File: src/rtl/l0_ctrl_if.sv
// Control-pin bundle between the core sequencer, the L0 controller, the activation SRAM and L0.
// The slave side is the controller; the master side is the sequencer or L0/SRAM model.
interface l0_ctrl_if #(
  parameter int row    = 8,
  parameter int addr_w = 11,
  parameter int len_w  = 7
);
  logic              start;
  logic              mode;
  logic [addr_w-1:0] base_addr;
  logic [len_w-1:0]  len;
  logic              l0_full;
  logic              mem_cen;
  logic [addr_w-1:0] mem_addr;
  logic              l0_wr;
  logic [row-1:0]    l0_rd;
  logic              busy;
  logic              done;
  logic              err;

  modport master (
    output start, mode, base_addr, len, l0_full,
    input  mem_cen, mem_addr, l0_wr, l0_rd, busy, done, err
  );

  modport slave (
    input  start, mode, base_addr, len, l0_full,
    output mem_cen, mem_addr, l0_wr, l0_rd, busy, done, err
  );
endinterface

File: src/rtl/l0_ctrl.sv
// L0 input-buffer sequencer: streams len vectors SRAM -> L0, then drains L0 into the
// MAC array either in lockstep (mode 0) or as a one-row-per-cycle diagonal wavefront (mode 1).
module l0_ctrl #(
  parameter int row    = 8,
  parameter int addr_w = 11,
  parameter int depth  = 64,
  parameter int len_w  = 7
) (
  input  logic        clk,
  input  logic        reset,
  l0_ctrl_if.slave    bus
);

  typedef enum logic [1:0] {
    idle_st  = 2'd0,
    load_st  = 2'd1,
    drain_st = 2'd2,
    done_st  = 2'd3
  } state_t;

  localparam logic [len_w-1:0] depth_c    = len_w'(depth);
  localparam logic [len_w-1:0] one_c      = len_w'(1);
  localparam logic [row-1:0]   first_diag = {{(row-1){1'b0}}, 1'b1};

  state_t            state_r;
  logic              mode_r;
  logic [addr_w-1:0] base_r;
  logic [len_w-1:0]  len_r;
  logic [len_w-1:0]  iss_cnt_r;
  logic [len_w-1:0]  wr_cnt_r;
  logic [len_w-1:0]  rd_cnt_r;
  logic              mem_cen_r;
  logic [addr_w-1:0] mem_addr_r;
  logic              l0_wr_r;
  logic [row-1:0]    l0_rd_r;
  logic              busy_r;
  logic              done_r;
  logic              err_r;
  logic              rd_issue_s;
  logic [row-1:0]    rd_next_s;

  // Next drain issue bit and the read-enable vector it produces one cycle ahead
  always_comb begin
    rd_issue_s = 1'b0;
    rd_next_s  = '0;
    if (state_r == drain_st) begin
      rd_issue_s = (rd_cnt_r < len_r);
      if (mode_r) begin
        rd_next_s = {l0_rd_r[row-2:0], rd_issue_s};
      end else begin
        rd_next_s = {row{rd_issue_s}};
      end
    end else begin
      rd_issue_s = 1'b0;
      rd_next_s  = '0;
    end
  end

  // Sequencer state and all registered outputs
  always_ff @(posedge clk or posedge reset) begin
    if (reset) begin
      state_r    <= idle_st;
      mode_r     <= 1'b0;
      base_r     <= '0;
      len_r      <= '0;
      iss_cnt_r  <= '0;
      wr_cnt_r   <= '0;
      rd_cnt_r   <= '0;
      mem_cen_r  <= 1'b1;
      mem_addr_r <= '0;
      l0_wr_r    <= 1'b0;
      l0_rd_r    <= '0;
      busy_r     <= 1'b0;
      done_r     <= 1'b0;
      err_r      <= 1'b0;
    end else begin
      // SRAM data lands one cycle after the strobe, so the L0 write trails it
      l0_wr_r <= ~mem_cen_r;
      case (state_r)
        idle_st: begin
          done_r <= 1'b0;
          if (bus.start) begin
            mode_r <= bus.mode;
            base_r <= bus.base_addr;
            len_r  <= bus.len;
            err_r  <= 1'b0;
            if (bus.len == '0) begin
              done_r  <= 1'b1;
              state_r <= done_st;
            end else if (bus.len > depth_c) begin
              err_r   <= 1'b1;
              done_r  <= 1'b1;
              state_r <= done_st;
            end else begin
              state_r    <= load_st;
              busy_r     <= 1'b1;
              mem_cen_r  <= 1'b0;
              mem_addr_r <= bus.base_addr;
              iss_cnt_r  <= one_c;
              wr_cnt_r   <= '0;
              rd_cnt_r   <= '0;
            end
          end
        end
        load_st: begin
          // A full L0 suppresses the next issue; the address register simply holds
          if ((iss_cnt_r < len_r) && !bus.l0_full) begin
            mem_cen_r  <= 1'b0;
            mem_addr_r <= base_r + addr_w'(iss_cnt_r);
            iss_cnt_r  <= iss_cnt_r + one_c;
          end else begin
            mem_cen_r <= 1'b1;
          end
          if (l0_wr_r) begin
            if (wr_cnt_r == (len_r - one_c)) begin
              state_r  <= drain_st;
              rd_cnt_r <= one_c;
              l0_rd_r  <= mode_r ? first_diag : {row{1'b1}};
            end else begin
              wr_cnt_r <= wr_cnt_r + one_c;
            end
          end
        end
        drain_st: begin
          l0_rd_r <= rd_next_s;
          if (rd_issue_s) begin
            rd_cnt_r <= rd_cnt_r + one_c;
          end else if (rd_next_s == '0) begin
            state_r <= done_st;
            busy_r  <= 1'b0;
            done_r  <= 1'b1;
          end
        end
        done_st: begin
          done_r  <= 1'b0;
          state_r <= idle_st;
        end
        default: begin
          state_r <= idle_st;
        end
      endcase
    end
  end

  assign bus.mem_cen  = mem_cen_r;
  assign bus.mem_addr = mem_addr_r;
  assign bus.l0_wr    = l0_wr_r;
  assign bus.l0_rd    = l0_rd_r;
  assign bus.busy     = busy_r;
  assign bus.done     = done_r;
  assign bus.err      = err_r;

endmodule

File: src/flat_wrapper.sv
// flat-port wrapper written by rule: the top's interface ports become plain ports
module l0_ctrl_flat 
#(
  parameter int row    = 8,
  parameter int addr_w = 11,
  parameter int depth  = 64,
  parameter int len_w  = 7
)
  (clk, reset, bus_start, bus_mode, bus_base_addr, bus_len, bus_l0_full, bus_mem_cen, bus_mem_addr, bus_l0_wr, bus_l0_rd, bus_busy, bus_done, bus_err);
  l0_ctrl_if #(.row(row), .addr_w(addr_w), .len_w(len_w)) bus_i ();
  input  logic clk;
  input  logic reset;
  input wire logic [$bits(bus_i.start)-1:0] bus_start;
  input wire logic [$bits(bus_i.mode)-1:0] bus_mode;
  input wire logic [$bits(bus_i.base_addr)-1:0] bus_base_addr;
  input wire logic [$bits(bus_i.len)-1:0] bus_len;
  input wire logic [$bits(bus_i.l0_full)-1:0] bus_l0_full;
  output wire logic [$bits(bus_i.mem_cen)-1:0] bus_mem_cen;
  output wire logic [$bits(bus_i.mem_addr)-1:0] bus_mem_addr;
  output wire logic [$bits(bus_i.l0_wr)-1:0] bus_l0_wr;
  output wire logic [$bits(bus_i.l0_rd)-1:0] bus_l0_rd;
  output wire logic [$bits(bus_i.busy)-1:0] bus_busy;
  output wire logic [$bits(bus_i.done)-1:0] bus_done;
  output wire logic [$bits(bus_i.err)-1:0] bus_err;
  assign bus_i.start = bus_start;
  assign bus_i.mode = bus_mode;
  assign bus_i.base_addr = bus_base_addr;
  assign bus_i.len = bus_len;
  assign bus_i.l0_full = bus_l0_full;
  assign bus_mem_cen = bus_i.mem_cen;
  assign bus_mem_addr = bus_i.mem_addr;
  assign bus_l0_wr = bus_i.l0_wr;
  assign bus_l0_rd = bus_i.l0_rd;
  assign bus_busy = bus_i.busy;
  assign bus_done = bus_i.done;
  assign bus_err = bus_i.err;
  l0_ctrl #(.row(row), .addr_w(addr_w), .depth(depth), .len_w(len_w)) u_core (.clk(clk), .reset(reset), .bus(bus_i));
endmodule
File: config.mk
export PLATFORM = sky130hd
export DESIGN_NAME = l0_ctrl_flat
export DESIGN_NICKNAME = d
export VERILOG_FILES = /design/src/rtl/l0_ctrl_if.sv /design/src/rtl/l0_ctrl.sv /design/src/flat_wrapper.sv
export SDC_FILE = /design/constraint.sdc
export NUM_CORES = 1
export LEC_CHECK = 0
export ABC_AREA = 1
export ABC_CLOCK_PERIOD_IN_PS = 6300
export BUFFER_PORTS_ARGS = -buffer_cell sky130_fd_sc_hd__buf_2
export CORE_UTILIZATION = 64
export DETAILED_ROUTE_END_ITERATION = 6
export PLACE_DENSITY = 0.86
export SYNTH_ARGS = -nofsm -noshare
export SYNTH_HDL_FRONTEND = slang
export SYNTH_SLANG_ARGS = --single-unit
File: constraint.sdc
create_clock -name clk -period 6.3 [get_ports clk]
set_clock_uncertainty 0.2 [all_clocks]
set_input_delay 0.315 -clock clk [delete_from_list [all_inputs] [get_ports clk]]
set_output_delay 0.315 -clock clk [all_outputs]
set_load 0.05 [all_outputs]
# Word-level counts from Yosys, hierarchy flattened
# Cells that the tools add are included.
word_totals:
  word_cells: 109
  register_bits: 66
classes:
  eq_ne: 14
  n_lt_le_gt_ge: 3
  bitwise: 1
  muxes: 53
  addsub: 5
  reduce_logical: 19
op_table:
  columns: ["cell", "n"]
  rows:
  - ["$mux 7", 12]
  - ["$mux 11", 4]
  - ["$mux 8", 5]
  - ["$pmux 7 s2", 2]
  - ["$pmux 11 s2", 1]
  - ["$add 7x1->7 const B", 3]
  - ["$pmux 7 s3", 1]
  - ["$mux 1", 16]
  - ["$pmux 8 s2", 1]
  - ["$lt 7x7->1", 2]
  - ["$mux 2", 7]
  - ["$ne 2x2->1 const B", 6]
  - ["$reduce_and 6->1", 2]
  - ["$add 11x7->11", 1]
  - ["$reduce_and 5->1", 2]
  - ["$logic_not 8->1", 1]
  - ["$ne 2x1->1 const B", 4]
  - ["$pmux 2 s4", 1]
  - ["$eq 7x7->1", 1]
  - ["$gt 7x7->1 const B", 1]
  - ["$logic_not 7->1", 1]
  - ["$reduce_and 7->1", 1]
  - ["$sub 7x1->7 const B", 1]
  - ["$reduce_and 3->1", 2]
  - ["12 further kinds", 17]

# Logic depth before layout (Yosys ltp)
# Gate-level depths: netlist of the first run.
depth:
  word_depth: 7
  mapped_depth: 15
  mapped_depth_nobuf: 15

# Least setup slack after synthesis of the first run
# OpenSTA, ideal clock, no wires.
synth_path:
  path_kind: "flip-flop to flip-flop"
  from: "reg u_core.iss_cnt_r[0]"
  to: "reg u_core.mem_addr_r[10], in the netlist u_core.bus.mem_addr[10]"
  setup_slack_ps: 4133
  required_ps: 5977
  synth_period_minus_slack_ps: 2167
  arrival_ps: 1844
  path_stages_with_launch: 13
  n_path_buf: 0
  path_cell_list: "dfrtp_1 ha_1 inv_1 fa_1 inv_1 nand2_1 o21ai_0 nand2_1 nand2_1 nand3_1 xnor2_1 o21ai_0 nand2_1"
synth_via:
  elab_chain_cells: 4
  elab_cells_between_ends: 7
  cone_classes: "add/sub (1); order compare (1); eq/ne (1); mux (2); reduce/logical (2)"
synth_lines:
  columns: ["element", "line_no", "text"]
  rows:
  - ["from (decl)", "l0_ctrl.sv:29", "logic [len_w-1:0] iss_cnt_r;"]
  - ["from (signal assigned)", "l0_ctrl.sv:99", "iss_cnt_r <= one_c;"]
  - ["from (signal assigned)", "l0_ctrl.sv:110", "iss_cnt_r <= iss_cnt_r + one_c;"]
  - ["parallel branches: the longest is 4 deep, another holds $add 11x7->11", null, null]
  - ["to (signal assigned)", "l0_ctrl.sv:98", "mem_addr_r <= bus.base_addr;"]
  - ["to (signal assigned)", "l0_ctrl.sv:109", "mem_addr_r <= base_r + addr_w'(iss_cnt_r);"]
  - ["to (decl)", "l0_ctrl.sv:33", "logic [addr_w-1:0] mem_addr_r;"]
# Several ways; the timed one is not identified. The select of a mux whose other input is x is not followed.
# A chain may end at the register's enable or synchronous reset.

# Worst setup path after layout of the first run
layout_path:
  from: "reg u_core.state_r[1]"
  to: "reg u_core.wr_cnt_r[0]"
layout_via:
  elab_chain_cells: 3
  elab_cells_between_ends: 10
  cone_classes: "eq/ne (6); mux (1); reduce/logical (3)"
layout_lines:
  columns: ["element", "line_no", "text"]
  rows:
  - ["from (decl)", "l0_ctrl.sv:25", "state_t state_r;"]
  - ["from (signal assigned)", "l0_ctrl.sv:62", "state_r <= idle_st;"]
  - ["from (signal assigned)", "l0_ctrl.sv:89", "state_r <= done_st;"]
  - ["from (signal assigned)", "l0_ctrl.sv:93", "state_r <= done_st;"]
  - ["$eq 2x1->1 / $logic_not 2->1 (equally long branches)", "l0_ctrl.sv:79", "case (state_r)"]
  - ["$ne 2x2->1 (no source line) (tied with other cells)", null, null]
  - ["$reduce_and 6->1 (no source line)", null, null]
  - ["to (signal assigned)", "l0_ctrl.sv:120", "wr_cnt_r <= wr_cnt_r + one_c;"]
  - ["to (decl)", "l0_ctrl.sv:30", "logic [len_w-1:0] wr_cnt_r;"]
# Several ways; a longest one is shown, not always the timed one.

==> Implementation_results.wiki, run 1 <==
{| class="wikitable"
! Metric !! Value
|-
| Result of the run || completed
|-
| P&R area growth vs syn || 11.1%
|-
| Core Area || 6390 um^2
|-
| Most frequent CP cell || sky130_fd_sc_hd__nand2_1
|-
| Crit path DAT || about 3.2 ns
|-
| Clock tree from TritonCTS || built
|-
| Vertical die dimension || around 84 um
|-
| Leakage power figure || about 2.4 nW
|-
| Dominant synthesized flop cell || sky130_fd_sc_hd__dfrtp_1
|-
| Kind of capture point of the worst setup path || flop
|-
| Net Count, Synth || 600
|-
| Resized Gates After CTS || 0
|-
| Yosys warning total || 0
|-
| Worst-case vdd ir drop || 334 uV
|-
| Internal power || ~0.0012 W
|-
| Wirelength, routed || approximately 9500 um
|-
| Number of I/O pins || 47
|-
| IO buf count || 46
|-
| GP Congestion || around 0.87
|-
| Gate Count Post-Synth || 549
|-
| Fraction of the cycle the final worst path needs || between 50% and 60%
|-
| Number of buffers inserted during clock tree synthesis || 9
|-
| Cell variety after synth || 38
|-
| Relative slew margins || about 36%
|-
| Max-slew violations || 0
|-
| Part of the Yosys area used for sequential elements || 38.7%
|-
| Number of buffers inserted for hold repair after clock tree synthesis || 0
|-
| Largest buffer count on any clock path || 2
|-
| Number of vias per cell after detailed routing || between 5 and 6
|-
| Setup Crit Path Kind || flop to flop
|-
| Areal power density over the cells || 530 nW/um^2
|-
| Critical Path Max Stage Delay || between 0.8 and 0.9 ns
|-
| Postcts setup bufs || 0
|-
| Sink count of the clock tree || 66
|-
| Die X || roughly 84 um
|-
| Fin Setup TNS || 0 ns
|-
| Number of synthesized register bits || 66
|-
| Fin crit period || 3.17 ns
|-
| Root Buffer || sky130_fd_sc_hd__clkbuf_8
|-
| Portion of total power attributed to sequential cells || ~29%
|-
| Max Freq || approximately 0.32 GHz
|-
| Total inserted antenna cells || 0
|-
| Hold Crit Class || primary input to asynchronous set/reset pin
|-
| Cell family contributing the most delay on the critical path || buffers and inverters
|-
| Vias in the first global route || between 3000 and 4000
|-
| Number of synthesized flops with an enable pin || 0
|-
| Setup crit start kind || flop
|-
| Switching share of total power || around half
|-
| First-pass GRT wire length || roughly 16000 um
|-
| H-tree lvl count || 3
|-
| Final Total Pwr || ~0.0025 W
|-
| Util after Layout || between 70 and 80%
|-
| Register clock-pin slew on the reported worst setup and hold paths || 0.07 ns
|-
| Total global-route track usage || between 20% and 30%
|-
| Worst Tran Pin Value || about 0.95 ns
|-
| Max-cap check violation count || 0
|-
| DRC errors left || 0
|-
| Synth area leader || sky130_fd_sc_hd__dfrtp_1
|-
| Post-DRT Antenna Nets || 0
|-
| Hold Violations, Final || 0
|-
| Combinational group share of total power || a little under three fifths
|-
| Buffers and inverters on the worst path || 2
|-
| # nets final || between 600 and 700
|-
| First drt pass iteration count || 5
|-
| Clock share of power || roughly 15%
|-
| Total grt overflow || 0
|-
| Initial antenna violation count || 0
|-
| Insertion delay to the later sink of the worst-skew pair || 0.35 ns
|-
| Most area-consuming cells after synthesis || sky130_fd_sc_hd__dfrtp_1, sky130_fd_sc_hd__nand2_1, sky130_fd_sc_hd__ha_1, sky130_fd_sc_hd__inv_1, sky130_fd_sc_hd__nor2_1
|-
| DP Wirelength || ~6700 um
|-
| Avg Cell Area, Syn || between 7 and 8 um^2
|-
| Area of the mapped netlist || approximately 4300 um^2
|-
| Total net switching power || between 0.001 and 0.0015 W
|-
| Finish-stage setup viols || 0
|-
| Starting density of the core || 66.9%
|-
| DRC violation total after the first TritonRoute iteration || 160
|-
| Crit path required time || roughly 6.3 ns
|-
| Share of final-layout standard cells stronger than drive strength 1 || between 10% and 20%
|-
| Setup repair after global routing missed its margin || false
|-
| Async SR Flop Fraction || between 90% and 100%
|-
| Via count || roughly 4000
|-
| Critical-path cell with the highest stage delay || sky130_fd_sc_hd__ha_1
|-
| Area enclosed by the die boundary || about 7000 um^2
|-
| CP max FO || 25
|-
| Commonest non-fill, non-tap cells in the layout || sky130_fd_sc_hd__nand2_1, sky130_fd_sc_hd__dfrtp_1, sky130_fd_sc_hd__inv_1
|-
| Area fraction of the dominant cell type after synthesis || around two fifths
|-
| Largest net degree at the start of global routing || 67
|-
| Rows || 29
|-
| Most common cell after layout, fill and taps aside || sky130_fd_sc_hd__nand2_1
|-
| Critical-path cell list || inv_1 > ha_1 > clkinv_1 > nand2_1 > nand2_2 > nand3_1 > nand2_1
|-
| Average routed wire per standard cell || about 14 um
|}
[state kept, by name (all words and copies together) (netlist names)]
signal	flops
u_core.bus.l0_wr	1
u_core.state_r	2
u_core.bus.mem_cen	1
u_core.rd_cnt_r	7
u_core.bus.l0_rd	8
u_core.len_r	7
u_core.wr_cnt_r	7
u_core.bus.busy	1
u_core.bus.mem_addr	11
u_core.iss_cnt_r	7
u_core.base_r	11
u_core.mode_r	1
u_core.bus.done	1
u_core.bus.err	1
[final cells by class]
class,instances,area [um^2]
clock inverter,2,35.0
sequential,66,1650
multi-input combinational,414,2330
fill,496,1640
tap,77,96.3
timing repair buffer,48,245
inverter,56,210
clock buffer,13,169
[path summary, 6_finish.rpt]
| path | from | endpoint | slack (ns) | cells after the start |
|---|---|---|---|---|
| setup / recovery | u_core.state_r[1] | u_core.wr_cnt_r[0] | 3.13 | 7 |
| hold / removal | reset | u_core.bus.mem_addr[8] | 0.003 | 3 |
| setup reg to reg | u_core.state_r[1] | u_core.wr_cnt_r[0] | 3.13 | 7 |
| hold reg to reg | u_core.bus.mem_cen | u_core.bus.l0_wr | 0.26 | 1 |
| max in group asynchronous | reset | u_core.bus.l0_wr | 5.35 | 3 |
| min in group clk | bus_base_addr[3] | u_core.base_r[3] | 0.01 | 2 |
[metal layers]
metal,vias up,global-route usage [%],wire length (um)
li1,1882,-,-
met1,1843,36.8,4100
met2,150,47.8,4490
met3,36,5.74,544
met4,0,14.9,330
met5,-,0,0
[metrics by stage]
| step | setup WS (ns) | area, um^2 | std cells | hold WS (ns) |
|---|---|---|---|---|
| after floorplan | 4.13 | 4270 | 549 | 0.257 |
| after global placement | 3.27 | 4540 | 661 | 0.242 |
| after detailed placement | 3.12 | 4540 | 661 | 0.245 |
| after CTS | 3.15 | 4740 | 676 | 0.00447 |
| after global routing | 2.83 | 4740 | 676 | 0.00754 |
| final | 3.13 | 4740 | 676 | 0.00323 |
[synthesized netlist by cell type, types with 6 or more instances]
cell,number
sky130_fd_sc_hd__inv_1,54
sky130_fd_sc_hd__nand4_1,12
sky130_fd_sc_hd__mux2_2,6
sky130_fd_sc_hd__nand3_1,31
sky130_fd_sc_hd__xnor2_1,11
sky130_fd_sc_hd__o21ai_1,6
sky130_fd_sc_hd__o31ai_1,6
sky130_fd_sc_hd__a21boi_0,6
sky130_fd_sc_hd__o21ai_2,7
sky130_fd_sc_hd__xor2_1,9
sky130_fd_sc_hd__nand2_1,154
sky130_fd_sc_hd__nor2_1,50
sky130_fd_sc_hd__dfrtp_1,65
sky130_fd_sc_hd__a21oi_1,23
sky130_fd_sc_hd__o21ai_0,23
sky130_fd_sc_hd__ha_1,27
[kinds of logic after synthesis]
logic type | count (synthesis) | synth area share (%)
DFF | 66 | 38.7
muxes | 6 | 1.58
AOI/OAI and AO/OA | 83 | 11.7
xor gates and xnor gates | 20 | 4.10
and+or+nand+nor | 277 | 28.9
buffers and inverters | 69 | 6.62
adders and majority gates | 28 | 8.38
[power groups by stage]
stage	Sequential, W	Combinational [W]	Clock, W
4_1_cts	0.000717	0.00142	0.000375
3_5_place_dp	0.000724	0.00142	0
3_3_place_gp	0.000716	0.00136	0
5_1_grt	0.000737	0.00157	0.000393
2_1_floorplan	0.000948	0.000905	0
6_report	0.000719	0.00143	0.000370
[worst register-to-register path, delay by kind of cell (launching register included)]
kind                     cells  cell delay (ns)
adder cells (fa/ha/maj)      1             0.81
flip-flops                   1             0.40
AND/OR/NAND/NOR              4             0.72
buffers and inverters        2             0.93
Note: power is estimated with default switching activity, not from simulation.
==> inputs of run 2 (changes only) <==
Settings changed: ABC_CLOCK_PERIOD_IN_PS 6300 to 3090, CORE_UTILIZATION 64 to 59, PLACE_DENSITY 0.86 to 0.8.
Clock period 6.3 ns to 3.09 ns, I/O delays scaled along.
==> run 2 against run 1 <==
Compared with the run above:
- count of clock-buffer cells in the layout down 2
- non-clock buffer count up 23
- core utilization decreased by 2.5 points
- first-iteration DRC count rose by 17%
- via count shrank 0.51%
- sequential power is 100% higher
- routed wire length rose by 6.5%
- clock power is 72% higher
- hold slack gained 0.25 ns
- final area up 4.6%
- sequential share of layout area down 1.5 points
- critical path type unchanged
- largest power group unchanged
==> Implementation_results.wiki, run 2 (synthesis gave the netlist of run 1 again) <==
{| class="wikitable"
! Metric !! Value
|-
| Result of the run || completed (unchanged)
|-
| DRC violation total after the first TritonRoute iteration || 187 (was 160)
|-
| H-tree lvl count || 3 (unchanged)
|-
| Most frequent CP cell || sky130_fd_sc_hd__nand2_1 (unchanged)
|-
| Relative slew margins || 51.0% (was 36.5%)
|-
| Rows || 30 (was 29)
|-
| Area enclosed by the die boundary || 7580 um^2 (was 7000 um^2)
|-
| Resized Gates After CTS || 0 (unchanged)
|-
| Critical-path cell list || ha_1 > inv_1 > fa_1 > inv_1 > nand2_1 > o21ai_0 > nand2_1 > nand2_1 > nand3_1 > xnor2_1 > o21ai_0 > nand2_1 (was inv_1 > ha_1 > clkinv_1 > nand2_1 > nand2_2 > nand3_1 > nand2_1)
|-
| Fraction of the cycle the final worst path needs || 84.7% (was 50.3%)
|-
| GP Congestion || 0.852 (was 0.869)
|-
| DP Wirelength || 7200 um (was 6730 um)
|-
| Insertion delay to the later sink of the worst-skew pair || 0.35 ns (about the same)
|-
| Initial antenna violation count || 0 (unchanged)
|-
| IO buf count || 46 (unchanged)
|-
| Setup repair after global routing missed its margin || false (unchanged)
|-
| Worst Tran Pin Value || 0.734 ns (was 0.953 ns)
|-
| Area taken by flip-flops and latches || 1650 um^2 (unchanged)
|-
| Critical-path cell with the highest stage delay || sky130_fd_sc_hd__o21ai_0 (was sky130_fd_sc_hd__ha_1)
|-
| Total global-route track usage || 28.5% (was 29.2%)
|-
| Wirelength, routed || 10100 um (was 9460 um)
|-
| Post-Place Cell Area || 4590 um^2 (was 4540 um^2)
|-
| Crit path required time || 3.12 ns (was 6.33 ns)
|-
| Core Area || 6910 um^2 (was 6390 um^2)
|-
| Max-cap check violation count || 0 (unchanged)
|-
| Footprint of the multi-input gates || 2330 um^2 (unchanged)
|-
| Share of final-layout standard cells stronger than drive strength 1 || 16.1% (was 16.5%)
|-
| Smallest setup slack after layout || 0.474 ns (was 3.13 ns)
|-
| Hold Violations, Final || 0 (unchanged)
|-
| Vias in the first global route || 3730 (was 3640)
|-
| Post-DRT Antenna Nets || 0 (unchanged)
|-
| Fin Setup TNS || 0 ns (unchanged)
|-
| Final Total Pwr || 0.00507 W (was 0.00251 W)
|-
| Crit path DAT || 2.65 ns (was 3.20 ns)
|-
| Setup Crit Path Kind || flop to flop (unchanged)
|-
| Areal power density over the cells || 1020 nW/um^2 (was 530 nW/um^2)
|-
| Max-slew violations || 0 (unchanged)
|-
| Via count || 3891 (was 3911)
|-
| Clock tree from TritonCTS || built (unchanged)
|-
| Fin crit period || 2.62 ns (was 3.17 ns)
|-
| Placement-stage worst setup slack || 0.564 ns (was 3.12 ns)
|-
| Largest net degree at the start of global routing || 36 (was 67)
|-
| Number of buffers inserted during clock tree synthesis || 9 (unchanged)
|-
| Vertical die dimension || 87.1 um (was 83.7 um)
|-
| DRC errors left || 0 (unchanged)
|-
| Average routed wire per standard cell || 14.1 um (was 14.0 um)
|-
| First-pass GRT wire length || 16600 um (was 16400 um)
|-
| Critical Path Max Stage Delay || 0.42 ns (was 0.81 ns)
|-
| Max Freq || 0.382 GHz (was 0.316 GHz)
|-
| Die X || 87.1 um (was 83.7 um)
|-
| Sink count of the clock tree || 66 (unchanged)
|-
| Number of filler cells placed in the layout || 552 (was 496)
|-
| Number of vias per cell after detailed routing || 5.43 (was 5.79)
|-
| Largest buffer count on any clock path || 2 (unchanged)
|-
| Register clock-pin slew on the reported worst setup and hold paths || 0.08 ns (was 0.07 ns)
|-
| Most common cell after layout, fill and taps aside || sky130_fd_sc_hd__nand2_1 (unchanged)
|-
| Hold Crit Class || primary input to flop (was primary input to asynchronous set/reset pin)
|-
| CP max FO || 3 (was 25)
|-
| Worst-case vdd ir drop || 918 uV (was 334 uV)
|-
| P&R area growth vs syn || 16.1% (was 11.1%)
|-
| Root Buffer || sky130_fd_sc_hd__clkbuf_8 (unchanged)
|-
| Number of I/O pins || 47 (unchanged)
|-
| Leakage power figure || 2.51 nW (was 2.44 nW)
|-
| Finish-stage setup viols || 0 (unchanged)
|-
| Final cell area excluding filler cells || 4960 um^2 (was 4740 um^2)
|-
| First drt pass iteration count || 5 (unchanged)
|-
| # nets final || 669 (was 646)
|-
| Total inserted antenna cells || 0 (unchanged)
|-
| Kind of capture point of the worst setup path || flop (unchanged)
|-
| Total grt overflow || 0 (unchanged)
|-
| Commonest non-fill, non-tap cells in the layout || sky130_fd_sc_hd__nand2_1, sky130_fd_sc_hd__dfrtp_1, sky130_fd_sc_hd__inv_1 (unchanged)
|-
| Starting density of the core || 61.8% (was 66.9%)
|-
| Setup crit start kind || flop (unchanged)
|}
run 2: cell types whose count changed in the layout (fill, tap and decap cells not counted):
cell                            before  now
sky130_fd_sc_hd__clkbuf_8           12   10
sky130_fd_sc_hd__clkinvlp_4          0    1
sky130_fd_sc_hd__bufinv_16           1    0
sky130_fd_sc_hd__buf_12              0    1
sky130_fd_sc_hd__dlygate4sd3_1       0   21
sky130_fd_sc_hd__clkinv_2            1    2
sky130_fd_sc_hd__buf_4               2    3
run 2: area by class of cell:
class | count | area share [%]
tap | 96 | 2.42
multi-input combinational | 414 | 47.1
clock buffer | 11 | 2.85
clock inverter | 3 | 0.353
inverter | 56 | 4.24
sequential | 66 | 33.3
timing repair buffer | 71 | 9.74
run 2: report_power, final:
group / internal (W) / switching, W
sequential: 0.00120 / 0.000275
combinational: 0.000897 / 0.00206
clock: 0.000302 / 0.000336
total: 0.00240 / 0.00267
run 2: metrics by stage:
stage	cells	util [%]	hold WS [ns]
floorplan	549	-	0.0993
global placement	682	66.5	0.101
detailed placement	682	66.5	0.112
CTS	717	71.8	0.256
global route	717	71.8	0.287
finish	717	71.8	0.251
run 2: path summary, 6_finish.rpt:
check,slack (ns),start,depth (start not counted),end
min in group asynchronous,0.27,reset,3,u_core.bus.l0_rd[5]
min reg2reg,0.28,u_core.bus.mem_cen,1,u_core.bus.l0_wr
min,0.25,bus_l0_full,6,u_core.bus.mem_addr[2]
max reg2reg,0.47,u_core.iss_cnt_r[0],12,u_core.bus.mem_addr[10]
max in group asynchronous,1.79,reset,4,u_core.wr_cnt_r[2]
max,0.47,u_core.iss_cnt_r[0],12,u_core.bus.mem_addr[10]
run 2: timing repair:
item	CTS	global route
setup buffers	0	0
hold endpoints to repair	61	0
hold buffers	21	0
run 2: worst max-delay path: cells and delay by family, from the launching register on:
kind / cells / cell delay (ns)
adder cells (fa/ha/maj): 2 / 0.56
AO/OA/AOI/OAI: 2 / 0.63
XOR/XNOR: 1 / 0.13
flip-flops: 1 / 0.38
AND/OR/NAND/NOR: 5 / 0.45
buffers and inverters: 2 / 0.14
run 2: metal layers:
metal	part of all wire [%]	track usage [%]	routed length [um]	vias up
met2	50	50.0	5000	94
met3	3.7	3.89	369	16
met5	0	0	0	-
met4	1.5	10.3	148	0
met1	45	35.9	4560	1854
li1	-	-	-	1927
